**src/rtl/fetch_lane_fifo.sv**
```systemverilog
// Fetch-block FIFO with per-lane valids, taken-branch squash and per-lane retire.
// Optional same-cycle empty-FIFO bypass when FETCH_LANE_FIFO_BYPASS_EN is defined.
module fetch_lane_fifo #(
  parameter int DEPTH  = 4,
  parameter int LANES  = 2,
  parameter int INFO_W = 2
) (
  input  logic                      clk_i,
  input  logic                      rst_ni,
  input  logic                      flush_i,
  input  logic                      push_i,
  input  logic [31:0]               pc_in_i,
  input  logic [LANES-1:0]          lane_valid_in_i,
  input  logic [LANES-1:0]          pred_in_i,
  input  logic [32*LANES-1:0]       data_in_i,
  input  logic [INFO_W*LANES-1:0]   info_in_i,
  output logic                      accept_o,
  output logic [LANES-1:0]          valid_o,
  output logic [32*LANES-1:0]       pc_o,
  output logic [32*LANES-1:0]       data_o,
  output logic [INFO_W*LANES-1:0]   info_o,
  input  logic [LANES-1:0]          pop_i,
  output logic [$clog2(DEPTH):0]    level_o
);

  localparam int AW = $clog2(DEPTH);
  localparam int LB = $clog2(4*LANES);
  localparam int DW = 32*LANES;
  localparam int IW = INFO_W*LANES;
  localparam logic [AW:0] LVL_FULL = (AW+1)'(DEPTH);

  logic [LANES-1:0] r_valid [DEPTH];
  logic [DW-1:0]    r_data  [DEPTH];
  logic [IW-1:0]    r_info  [DEPTH];
  logic [31:LB]     r_pc    [DEPTH];
  logic [AW-1:0]    r_wr_ptr;
  logic [AW-1:0]    r_rd_ptr;
  logic [AW:0]      r_level;

  logic [LANES-1:0] w_mask;
  logic             w_empty;
  logic             w_accept;
  logic             w_push;
  logic             w_bypass;
  logic [LANES-1:0] w_head_valid;
  logic [31:LB]     w_pc_hi;
  logic [LANES-1:0] w_pop_eff;
  logic [LANES-1:0] w_remain;
  logic             w_retire;
  logic             w_store;
  logic [LANES-1:0] w_store_mask;
  logic             w_unused_pc_lsb;

  // Lanes after the first valid predicted-taken lane belong to the wrong path.
  always_comb begin
    logic taken;
    taken  = 1'b0;
    w_mask = '0;
    for (int k = 0; k < LANES; k++) begin
      w_mask[k] = lane_valid_in_i[k] & ~taken;
      taken     = taken | (lane_valid_in_i[k] & pred_in_i[k]);
    end
  end

  assign w_unused_pc_lsb = ^pc_in_i[LB-1:0];

  assign w_empty  = (r_level == '0);
  assign w_accept = (r_level != LVL_FULL);
  assign w_push   = push_i & w_accept & ~flush_i & (|w_mask);

`ifdef FETCH_LANE_FIFO_BYPASS_EN
  assign w_bypass = w_empty & w_push;
`else
  assign w_bypass = 1'b0;
`endif

  assign w_head_valid = w_empty ? '0 : r_valid[r_rd_ptr];
  assign valid_o      = w_bypass ? w_mask : w_head_valid;
  assign data_o       = w_bypass ? data_in_i : r_data[r_rd_ptr];
  assign info_o       = w_bypass ? info_in_i : r_info[r_rd_ptr];
  assign w_pc_hi      = w_bypass ? pc_in_i[31:LB] : r_pc[r_rd_ptr];

  for (genvar k = 0; k < LANES; k++) begin : g_lane_pc
    assign pc_o[32*k +: 32] = {w_pc_hi, LB'(4*k)};
  end

  assign w_pop_eff    = pop_i & valid_o;
  assign w_remain     = valid_o & ~w_pop_eff;
  assign w_retire     = ~w_empty & (|w_pop_eff) & (w_remain == '0);
  // A bypassed entry fully consumed in its arrival cycle never occupies a slot.
  assign w_store      = w_push & ~(w_bypass & (w_remain == '0));
  assign w_store_mask = w_bypass ? w_remain : w_mask;

  always_ff @(posedge clk_i or negedge rst_ni) begin
    if (!rst_ni) begin
      r_wr_ptr <= '0;
      r_rd_ptr <= '0;
      r_level  <= '0;
      for (int i = 0; i < DEPTH; i++) begin
        r_valid[i] <= '0;
        r_data[i]  <= '0;
        r_info[i]  <= '0;
        r_pc[i]    <= '0;
      end
    end else if (flush_i) begin
      r_wr_ptr <= '0;
      r_rd_ptr <= '0;
      r_level  <= '0;
      for (int i = 0; i < DEPTH; i++) begin
        r_valid[i] <= '0;
        r_info[i]  <= '0;
      end
    end else begin
      if (!w_empty) begin
        r_valid[r_rd_ptr] <= w_remain;
      end
      if (w_retire) begin
        r_rd_ptr <= r_rd_ptr + 1'b1;
      end
      if (w_store) begin
        r_valid[r_wr_ptr] <= w_store_mask;
        r_data[r_wr_ptr]  <= data_in_i;
        r_info[r_wr_ptr]  <= info_in_i;
        r_pc[r_wr_ptr]    <= pc_in_i[31:LB];
        r_wr_ptr          <= r_wr_ptr + 1'b1;
      end
      case ({w_store, w_retire})
        2'b10:   r_level <= r_level + 1'b1;
        2'b01:   r_level <= r_level - 1'b1;
        default: r_level <= r_level;
      endcase
    end
  end

  assign accept_o = w_accept;
  assign level_o  = r_level;

endmodule

```
**config.mk**
```make
export PLATFORM = sky130hd
export DESIGN_NAME = fetch_lane_fifo
export DESIGN_NICKNAME = d
export VERILOG_FILES = /design/src/rtl/fetch_lane_fifo.sv
export SDC_FILE = /design/constraint.sdc
export NUM_CORES = 1
export LEC_CHECK = 0
export BUFFER_PORTS_ARGS = -buffer_cell sky130_fd_sc_hd__buf_2
export CAP_MARGIN = 20
export CORE_MARGIN = 3
export CORE_UTILIZATION = 45
export CTS_BUF_LIST = sky130_fd_sc_hd__clkbuf_16
export DETAILED_ROUTE_END_ITERATION = 6
export GPL_ROUTABILITY_DRIVEN = 0
export PLACE_DENSITY = 0.68
export SLEW_MARGIN = 25
export SYNTH_ARGS = -nofsm -noshare
export SYNTH_HDL_FRONTEND = slang
export SYNTH_SLANG_ARGS = --single-unit
```
**constraint.sdc**
```tcl
create_clock -name clk_i -period 2.9 [get_ports clk_i]
set_input_delay 0.58 -clock clk_i [delete_from_list [all_inputs] [get_ports clk_i]]
set_output_delay 0.58 -clock clk_i [all_outputs]
set_load 0.1 [all_outputs]
```
==> reports/qor.yml <==
place:
  io_buffer_count: 237
  dp_slack_ps: 257
  hpwlAfterDp_mm: 29.4
  place_area_um2: 19900
logic_synthesis:
  ys_seq_area_share_pct: 55.7
  ys.flop_type: "dfrtp_1"
  synthDistinctLibCells: 42
  synth_top_area_share_pct: 55.7
  postSynthCellCount: 1916
  synthTopCellsByCount: "nand2_1, dfrtp_1, mux4_2, clkbuf_1, buf_4"
  synthTopCellsByArea: "dfrtp_1, nand2_1, mux4_2"
  synth_area_um2: 18100
  synth-edff-count: 0
  synth_seq_cells: 403
  avgSynthCellArea_um2: 9.45
  async_flop_share_pct: 100
  synth_largest_area_cell: "dfrtp_1"
  yosysMostFrequentCell: "nand2_1"
  ys.warnings.count: 0
hold_path:
  holdPathEnd: "r_pc[17]$_DFFE_PN0P_"
  hold_start: "pc_in_i[20]"
  min_path_cells: 3
  hold_path_class: "in -> reg"
critical_path:
  end_kind: "output pin"
  cp_top_family: "buffers and inverters"
  crit_path_max_fanout: 15
  critPathArrivalTime_ps: 2270
  path_buf_inv: 3
  reg2reg_slack_ps: 180
  path_cells: "buf_4 > bufbuf_16 > mux4_2 > buf_6"
  criticalPathCategory: "reg -> out"
  slowest_stage: "mux4_2"
  r2r-end: "level_o[1]$_DFFE_PN0P_"
  startpoint_type: "flip-flop"
  reg2regPathDepth: 10
  regToRegStartpoint: "r_rd_ptr[0]$_DFFE_PN0P_"
  max_stage_delay_ps: 560
  required_ps: 2320
timing:
  finalCritPeriodShare_pct: 98.4
  hold_viol: 0
  layout_setup_ws_ps: 45.7
  fmax_mhz: 350
  relSlewSlack_pct: 59.3
  rsz0062_at_grt: "true"
  slew_violations: 0
  finalSetupViolations: 0
  finalClockSkew_ps: 13.9
  min_period_ps: 2850
  worst-slew-pin-transition_ps: 611
detailed_routing:
  final_antenna_net_count: 0
  drtPass1Iterations: 5
  wire_per_inst_um: 18.9
  avgViaCountPerCell: 5.30
  vias: 14100
  drc: 0
  drt_iter0_markers: 1010
  routed_wirelength_mm: 50.4
clocking:
  tritoncts: "done"
  clockBufferDepth: 3
  cts_root_buffer: "clkbuf_16"
  clock_latency_ps: 560
  clkSinkCount: 403
  h-tree-depth: 2
  path_clk_slew_ps: 60
  cts_made_buffers: 44
finish:
  fillers: 3360
  final_nets: 2228
  final_area_um2: 21800
  drive_above_1_share_pct: 21.6
  synthToLayoutAreaGrowth_pct: 20.2
run_status:
  status: "finished clean"
die:
  core_area_um2: 39200
  ioPinCount: 248
  die_height_um: 207
  start_util_pct: 46.2
  row_count: 72
  fp.dieArea_um2: 42700
  die_w_um: 207
global_routing:
  antenna_found_initial: 10
  grt_use_total_pct: 23.7
  grt_first_pass_wirelength_mm: 79.1
  grt_pass1_vias: 14500
  grt_max_degree: 64
  grt_overflow_total: 0
pwr:
  leakage_nw: 11.3
  p_per_area_nw_per_um2: 967
  peakVddDrop_uv: 706
  power.total_mw: 21.1
run:
  maxCapViolations: 0
flip-flops by register name, summed over array words and instances (netlist names):
| register | flops |
|---|---|
| r_data | 256 |
| r_pc | 116 |
| r_info | 16 |
| r_valid | 8 |
| level_o | 3 |
| r_rd_ptr | 2 |
| r_wr_ptr | 2 |
layer usage:
metal  track usage [%]  vias up  routed length, um  part of all wire, %
li1                  -     6490                  -                    -
met5                 0        -                 84                 0.17
met1              31.0     7091              20800                   41
met3              6.41       88               4080                  8.1
met2              39.5      433              24400                   48
met4              6.21       14               1040                  2.1
power by group:
group / switching, mW / leakage [nW] / internal (mW)
logic: 5.79 / 5.43 / 2.03
registers: 0.838 / 5.24 / 7.22
clock network: 2.27 / 0.679 / 2.90
area by class of cell:
class / instances / area [um2] / share of cell area, %
Tap cell: 518 / 648 / 2.98
Clock inverter: 35 / 190 / 0.874
Multi-Input combinational cell: 1362 / 7320 / 33.6
Clock buffer: 45 / 1130 / 5.17
Inverter: 7 / 26.3 / 0.121
Sequential cell: 403 / 10100 / 46.4
Antenna cell: 4 / 10.0 / 0.0460
Timing Repair Buffer: 291 / 2350 / 10.8
worst reg2reg max path: cells and delay by family, from the launching register on:
family,cells,cell delay (ps)
buffers and inverters,1,150
AO/OA/AOI/OAI,2,220
AND/OR/NAND/NOR,4,380
adder cells (fa/ha/maj),1,480
flip-flops,1,470
multiplexers,2,910
how the worst max path moves through the flow:
stage | from | endpoint | slack [ps] | depth (start not counted)
2_1_floorplan | level_o[1]$_DFFE_PN0P_ | r_data[171]$_DFFE_PN0P_ | 40 | 9
3_3_place_gp | r_rd_ptr[0]$_DFFE_PN0P_ | level_o[1]$_DFFE_PN0P_ | 320 | 9
3_5_place_dp | r_rd_ptr[0]$_DFFE_PN0P_ | level_o[1]$_DFFE_PN0P_ | 260 | 9
4_1_cts | r_rd_ptr[0]$_DFFE_PN0P_ | pc_o[40] | -70 | 3
5_1_grt | r_rd_ptr[0]$_DFFE_PN0P_ | pc_o[11] | -30 | 4
6_report | r_rd_ptr[0]$_DFFE_PN0P_ | data_o[46] | 50 | 4
metrics by stage:
| step | util, % | std cells | hold WS [ps] | setup TNS, ps |
|---|---|---|---|---|
| floorplan | - | 1920 | 284 | 0 |
| global placement | 50.8 | 2568 | 452 | 0 |
| detailed placement | 50.8 | 2568 | 457 | 0 |
| CTS | 55.1 | 2654 | 224 | -1990 |
| global route | 55.5 | 2661 | 248 | -131 |
| finish | 55.5 | 2665 | 257 | 0 |
logic make-up after synthesis:
kind of cell    share of synthesized area [%]
compound gates                           1.71
simple gates                             25.3
fa+ha+maj                               0.663
other cells                            0.0415
mux                                      12.5
flops                                    55.7
buf+inv                                  4.12
repair_timing:
action,4_1_cts,5_1_grt
buffers inserted,1,7
cloned,4,1
hold buffers,1,0
hold endpoints to repair,22,0
gates resized for setup,84,41
setup endpoints to repair,126,73
cell usage in the layout, fill, tap and decap left out, types with 14 or more instances in the layout:
cell / n
a21oi_1: 23
buf_6: 19
buf_12: 23
nand2_1: 1157
dfrtp_1: 401
buf_4: 90
clkbuf_16: 46
mux4_2: 99
clkinv_2: 14
buf_2: 139
Note: power is estimated with default switching activity, not from simulation.
